`config.mk`:
```
export PLATFORM = sky130hd
export DESIGN_NAME = seg_scanner
export DESIGN_NICKNAME = d
export VERILOG_FILES = /design/src/rtl/seg_scanner_pkg.sv /design/src/rtl/scan_counter.sv /design/src/rtl/seg_scanner.sv
export SDC_FILE = /design/constraint.sdc
export NUM_CORES = 1
export LEC_CHECK = 0
export CAP_MARGIN = 5
export CORE_AREA = 2 2 110 80
export CTS_BUF_LIST = sky130_fd_sc_hd__clkbuf_4 sky130_fd_sc_hd__clkbuf_8
export DETAILED_ROUTE_END_ITERATION = 8
export DIE_AREA = 0 0 112 82
export PLACE_DENSITY = 0.46
export SYNTH_ARGS = -nofsm -noshare
export SYNTH_HDL_FRONTEND = slang
export SYNTH_SLANG_ARGS = --single-unit
```
`constraint.sdc`:
```
create_clock -name clk -period 2.2 [get_ports clk]
set_input_delay 0.44 -clock clk [delete_from_list [all_inputs] [get_ports clk]]
set_output_delay 0.44 -clock clk [all_outputs]
set_load 0.005 [all_outputs]
```
`src/rtl/seg_scanner_pkg.sv`:
```
// Shared display package: scan FSM states and parameter limits
// for the multiplexed 7-segment display blocks.
package seg_scanner_pkg;

  typedef enum logic {
    ST_SHOW  = 1'b0,
    ST_GUARD = 1'b1
  } scan_state_t;

  localparam int DIGITS_MIN = 1;
  localparam int DIGITS_MAX = 8;
  localparam int DIV_MIN    = 2;
  localparam int DIV_MAX    = 65535;
  localparam int GUARD_MIN  = 1;
  localparam int GUARD_MAX  = 255;
  localparam int CNT_W      = 16;

endpackage

```
`src/rtl/scan_counter.sv`:
```
// Cycle counter shared by SHOW and GUARD; the terminal
// count follows the current scan state.
module scan_counter
  import seg_scanner_pkg::*;
(
  input  logic             clk,
  input  logic             rst,
  input  scan_state_t      state,
  input  logic [CNT_W-1:0] tc_show,
  input  logic [CNT_W-1:0] tc_guard,
  output logic             done
);

  logic [CNT_W-1:0] cnt;
  logic [CNT_W-1:0] tc;

  assign tc   = (state == ST_SHOW) ? tc_show : tc_guard;
  assign done = (cnt == tc);

  // done always coincides with a state change, so the
  // next state starts counting from zero
  always_ff @(posedge clk) begin
    if (rst)       cnt <= '0;
    else if (done) cnt <= '0;
    else           cnt <= cnt + 1'b1;
  end

endmodule

```
`src/rtl/seg_scanner.sv`:
```
// Multiplexed 7-segment digit scanner with guard gaps,
// frame-aligned value updates and leading-zero blanking.
module seg_scanner
  import seg_scanner_pkg::*;
#(
  parameter int DIGITS = 2,
  parameter int DIV    = 1000,
  parameter int GUARD  = 4
) (
  input  logic                  clk,
  input  logic                  rst,
  input  logic [4*DIGITS-1:0]   value,
  input  logic                  load,
  input  logic                  lz_blank,
  output logic [3:0]            nibble,
  output logic [DIGITS-1:0]     digit_en,
  output logic                  frame
);

  localparam int IW = (DIGITS > 1) ? $clog2(DIGITS) : 1;
  localparam logic [IW-1:0] LAST = IW'(DIGITS - 1);
  localparam logic [CNT_W-1:0] TC_SHOW  = CNT_W'(DIV - 1);
  localparam logic [CNT_W-1:0] TC_GUARD = CNT_W'(GUARD - 1);

  scan_state_t         state, state_n;
  logic [IW-1:0]       idx, idx_n;
  logic [4*DIGITS-1:0] shadow, shadow_n;
  logic [4*DIGITS-1:0] pending;
  logic                pend_v;
  logic                done;
  logic                boundary;
  logic [4*DIGITS-1:0] upper;
  logic                blank_n;
  logic [3:0]          nib_n;
  logic [DIGITS-1:0]   en_n;

  scan_counter u_cnt (
    .clk      (clk),
    .rst      (rst),
    .state    (state),
    .tc_show  (TC_SHOW),
    .tc_guard (TC_GUARD),
    .done     (done)
  );

  always_comb begin
    state_n  = state;
    idx_n    = idx;
    boundary = 1'b0;
    unique case (state)
      ST_SHOW: begin
        if (done) state_n = ST_GUARD;
      end
      ST_GUARD: begin
        if (done) begin
          state_n  = ST_SHOW;
          boundary = (idx == LAST);
          idx_n    = (idx == LAST) ? '0 : idx + 1'b1;
        end
      end
    endcase
  end

  // new word only at the frame boundary; a boundary load beats pending
  always_comb begin
    shadow_n = shadow;
    if (boundary) begin
      if (load)        shadow_n = value;
      else if (pend_v) shadow_n = pending;
    end
  end

  // outputs are registered from the upcoming digit so they line up
  // with the state the scanner is entering
  always_comb begin
    upper   = shadow_n >> {idx_n, 2'b00};
    nib_n   = shadow_n[{idx_n, 2'b00} +: 4];
    blank_n = lz_blank && (idx_n != '0) && (upper == '0);
    en_n    = '0;
    for (int k = 0; k < DIGITS; k++)
      en_n[k] = (idx_n == IW'(k));
  end

  always_ff @(posedge clk) begin
    if (rst) begin
      state    <= ST_GUARD;
      idx      <= LAST;
      shadow   <= '0;
      pending  <= '0;
      pend_v   <= 1'b0;
      nibble   <= '0;
      digit_en <= '0;
      frame    <= 1'b0;
    end else begin
      state  <= state_n;
      idx    <= idx_n;
      shadow <= shadow_n;
      frame  <= boundary;
      if (boundary) begin
        pend_v <= 1'b0;
      end else if (load) begin
        pending <= value;
        pend_v  <= 1'b1;
      end
      if (state_n == ST_SHOW) begin
        nibble   <= nib_n;
        digit_en <= blank_n ? '0 : en_n;
      end else begin
        digit_en <= '0;
      end
    end
  end

endmodule

```
==> metrics.txt <==
# TYPE chip_impl_metric gauge
chip_impl_metric{name="totalWireLength",unit="um"} 4740
chip_impl_metric{name="core.rowCount",unit=""} 28
chip_impl_metric{name="report.final.setup_viol",unit=""} 1
chip_impl_info{name="rsz0062_at_grt",value="true"} 1
chip_impl_metric{name="die_area",unit="um2"} 9180
chip_impl_metric{name="grt_start_max_net_pins",unit=""} 20
chip_impl_metric{name="p_leak",unit="nW"} 1.07
chip_impl_metric{name="final.min_clock_period",unit="ns"} 2.22
chip_impl_metric{name="post-route-drc-count",unit=""} 0
chip_impl_metric{name="worst_path_largest_cell_delay",unit="ns"} 0.36
chip_impl_metric{name="globalRouteTotalUtil",unit="%"} 10.4
chip_impl_metric{name="multi_input_area",unit="um2"} 1140
chip_impl_metric{name="number_of_flops_mapped_to_enable_cells_by_yosys",unit=""} 0
chip_impl_metric{name="finalWeightedCongestion",unit=""} 0.742
chip_impl_metric{name="vias_per_cell",unit=""} 4.34
chip_impl_metric{name="total_overflow_reported_by_the_global_router",unit=""} 0
chip_impl_info{name="worstSetupStartpointType",value="flip-flop"} 1
chip_impl_metric{name="worstPathRequired",unit="ns"} 2.40
chip_impl_metric{name="drt_iter0_drc",unit=""} 77
chip_impl_metric{name="synth-async-reset-ratio",unit="%"} 0
chip_impl_metric{name="die_h",unit="um"} 82
chip_impl_metric{name="detail-route-antenna-nets",unit=""} 0
chip_impl_metric{name="placed_insts",unit=""} 359
chip_impl_metric{name="h-tree-depth",unit=""} 2
chip_impl_info{name="violations",value="setup timing"} 1
chip_impl_metric{name="syn_nets",unit=""} 229
chip_impl_metric{name="post-dp-hpwl",unit="um"} 3240
chip_impl_metric{name="slew_violations",unit=""} 0
chip_impl_metric{name="first_global_vias",unit=""} 1511
chip_impl_metric{name="fin_hold_ws",unit="ns"} 0.459
chip_impl_metric{name="core",unit="um2"} 8200
chip_impl_metric{name="relative_slew_slack",unit="%"} 60.8
chip_impl_metric{name="finClkSkew",unit="ns"} 0.0128
chip_impl_info{name="outcome",value="finished with violations"} 1
chip_impl_metric{name="detail_route.wl_per_cell",unit="um"} 12.7
chip_impl_metric{name="numPortBuffers",unit=""} 18
chip_impl_metric{name="filler_cell_count",unit=""} 869
chip_impl_metric{name="post_synth_inst_count",unit=""} 215
chip_impl_info{name="hold_removal_path_class",value="flip-flop to flip-flop"} 1
chip_impl_metric{name="post_route_cells_drive_above_1_share",unit="%"} 31.6
chip_impl_info{name="yosys-top-cells-count",value="dfxtp_1, nor2_1, nand2_1"} 1
chip_impl_metric{name="initial_core_util",unit="%"} 23.1
chip_impl_metric{name="clock_insertion_delay_worst_skew",unit="ns"} 0.30
chip_impl_metric{name="synth-warning-count",unit=""} 0
chip_impl_metric{name="hold_viol",unit=""} 0
chip_impl_metric{name="first_pass_iters",unit=""} 4
chip_impl_metric{name="grt_pass1_wl",unit="um"} 7430
chip_impl_info{name="cts_root_buf",value="clkbuf_8"} 1
chip_impl_metric{name="cts_buffers",unit=""} 5
chip_impl_metric{name="die_width",unit="um"} 112
chip_impl_metric{name="synth_seq_area_share",unit="%"} 44.3
chip_impl_info{name="synthDominantAreaCellType",value="dfxtp_1"} 1
chip_impl_metric{name="layout.cells.non_filler",unit=""} 374
chip_impl_metric{name="dr_total_vias",unit=""} 1625
chip_impl_metric{name="power_density",unit="nW/um2"} 682
chip_impl_metric{name="syn2layout_area_growth",unit="%"} 46.6
chip_impl_metric{name="worstPathArrival",unit="ns"} 2.42
chip_impl_metric{name="num-nets-final",unit=""} 282
chip_impl_metric{name="syn_area_per_cell",unit="um2"} 8.82
chip_impl_metric{name="netlist-cell-type-count",unit=""} 39
chip_impl_metric{name="worst_slack_setup_final",unit="ns"} -0.0225
chip_impl_metric{name="worst_setup_hold_path_clk_slew",unit="ns"} 0.09
chip_impl_metric{name="yosysTopAreaCellShare",unit="%"} 44.3
chip_impl_metric{name="clock_tree.buffer_depth",unit=""} 2
chip_impl_metric{name="num_clock_sinks",unit=""} 42
chip_impl_info{name="netlist_top_cells_area",value="dfxtp_1, nor2_1, nand2_1"} 1
chip_impl_info{name="cts_tree",value="yes"} 1
chip_impl_metric{name="crit_path_max_fanout",unit=""} 6
chip_impl_metric{name="ys_ff_latch",unit=""} 42
chip_impl_metric{name="grt_antenna_before_repair",unit=""} 0
chip_impl_metric{name="part_of_the_cycle_the_worst_path_needs",unit="%"} 101
chip_impl_info{name="yosys_most_used_dff",value="dfxtp_1"} 1
chip_impl_metric{name="max_freq",unit="MHz"} 450
chip_impl_info{name="worstSetupPathType",value="flip-flop to flip-flop"} 1
chip_impl_metric{name="register_area",unit="um2"} 851
chip_impl_metric{name="drv.max_cap_violation_count",unit=""} 0
chip_impl_info{name="critPathCaptureType",value="flip-flop"} 1
chip_impl_metric{name="worst_slew_pin_slew",unit="ns"} 0.587
chip_impl_metric{name="n_antenna_cell",unit=""} 0
chip_impl_info{name="timing.critical_path.cells",value="and4_4, nand4b_1, a21oi_4, ha_4, mux2i_4, and2_4, a22o_1, a21oi_2, o311a_1"} 1
chip_impl_info{name="yosysMostFrequentCell",value="dfxtp_1"} 1
chip_impl_metric{name="post_synth_instance_area",unit="um2"} 1900
chip_impl_metric{name="ir_drop",unit="mV"} 0.264
chip_impl_info{name="critical_path.slowest_cell",value="dfxtp_2"} 1
chip_impl_metric{name="io_pins",unit=""} 19
## routing by layer
| metal | routed length [um] | vias up | track usage (%) | share of wire, % |
|---|---|---|---|---|
| met4 | 61 | 0 | 3.66 | 1.3 |
| met3 | 201 | 5 | 2.58 | 4.2 |
| li1 | - | 848 | - | - |
| met5 | 0 | - | 0 | 0 |
| met2 | 1860 | 30 | 13.9 | 39 |
| met1 | 2620 | 742 | 15.6 | 55 |
## cell usage in the layout, fill, tap and decap left out, drive strengths merged
cell,Yosys,routed
dfxtp,42,42
a22o,5,5
a221oi,3,3
mux2i,8,8
o21ai,2,2
xnor2,4,4
o221ai,1,1
o22a,1,1
clkbuf,4,6
nand4b,1,1
bufinv,0,2
nand3,7,7
nor2,34,34
o21ba,1,1
a211oi,5,5
nor4,2,2
ha,2,2
and3,2,2
nor3,3,3
nand4,8,8
nor3b,1,1
and2,7,7
o21a,1,1
or2,1,1
clkdlybuf4s50,0,18
buf,8,40
inv,3,3
nand2b,8,8
a21oi,12,12
xor2,10,10
nand2,25,25
o311a,1,1
and4,2,2
a22oi,1,1
## flip-flops by register name (all words and copies together), names as in the netlist
name / count
u_cnt.cnt: 16
pend_v: 1
state: 1
pending: 8
shadow: 8
frame: 1
idx: 1
nibble: 4
digit_en: 2
## area by class of cell
cell class              instances  share of cell area [%]
clock buffers                   6                    2.97
clock inverters                 2                    2.16
inverters                       3                   0.405
multi-input cells             158                    41.2
flip-flops and latches         42                    30.6
well taps                     105                    4.72
repair buffers                 58                    18.0
## metrics by stage
| step | setup slack, ns | utilization, % | instance area (um2) | power [mW] | TNS (ns) |
|---|---|---|---|---|---|
| after detailed placement | -0.122 | 29.7 | 2430 | 1.09 | -0.401 |
| final | -0.0225 | 33.9 | 2780 | 1.90 | -0.0225 |
| after CTS | -0.0157 | 32.5 | 2670 | 1.89 | -0.0211 |
| after global routing | -0.123 | 33.9 | 2780 | 1.98 | -0.415 |
| after global placement | -0.0842 | 29.7 | 2430 | 1.09 | -0.309 |
| after floorplan | 0.00191 | - | 1930 | 0.977 | 0 |
## path summary, 6_finish.rpt
path / depth (start not counted) / startpoint / slack (ns) / end
hold reg to reg: 2 / pending[0] / 0.46 / pending[0]
setup / recovery: 9 / u_cnt.cnt[9] / -0.02 / digit_en[1]
setup reg to reg: 9 / u_cnt.cnt[9] / -0.02 / digit_en[1]
hold / removal: 2 / pending[0] / 0.46 / pending[0]
## what timing repair did
item / in CTS / in global routing
setup buffers: 6 / 2
pin swaps: 6 / 15
gates resized for setup: 9 / 26
hold buffers: 0 / 0
setup endpoints to repair: 5 / 8
## kinds of logic after synthesis
group | count (synthesis) | synth area share [%]
XOR/XNOR | 14 | 6.46
AND/OR/NAND/NOR | 101 | 26.2
flip-flops | 42 | 44.3
buffers and inverters | 15 | 4.42
adder cells (fa/ha/maj) | 2 | 1.32
AO/OA/AOI/OAI | 33 | 12.4
multiplexers | 8 | 4.88
## critical path, delay by kind of cell, from the launching register on
family                   cells  cell delay (ns)
AO/OA/AOI/OAI                4             0.73
AND/OR/NAND/NOR              3             0.58
flip-flops                   1             0.36
multiplexers                 1             0.23
adder cells (fa/ha/maj)      1             0.22
## power by group
part | switching (mW) | internal, mW | leakage, nW
sequential | 0.0274 | 0.790 | 0.344
combinational | 0.147 | 0.161 | 0.654
clock | 0.287 | 0.485 | 0.0714
total | 0.462 | 1.44 | 1.07
No activity file was read; power rests on OpenSTA's default activity.
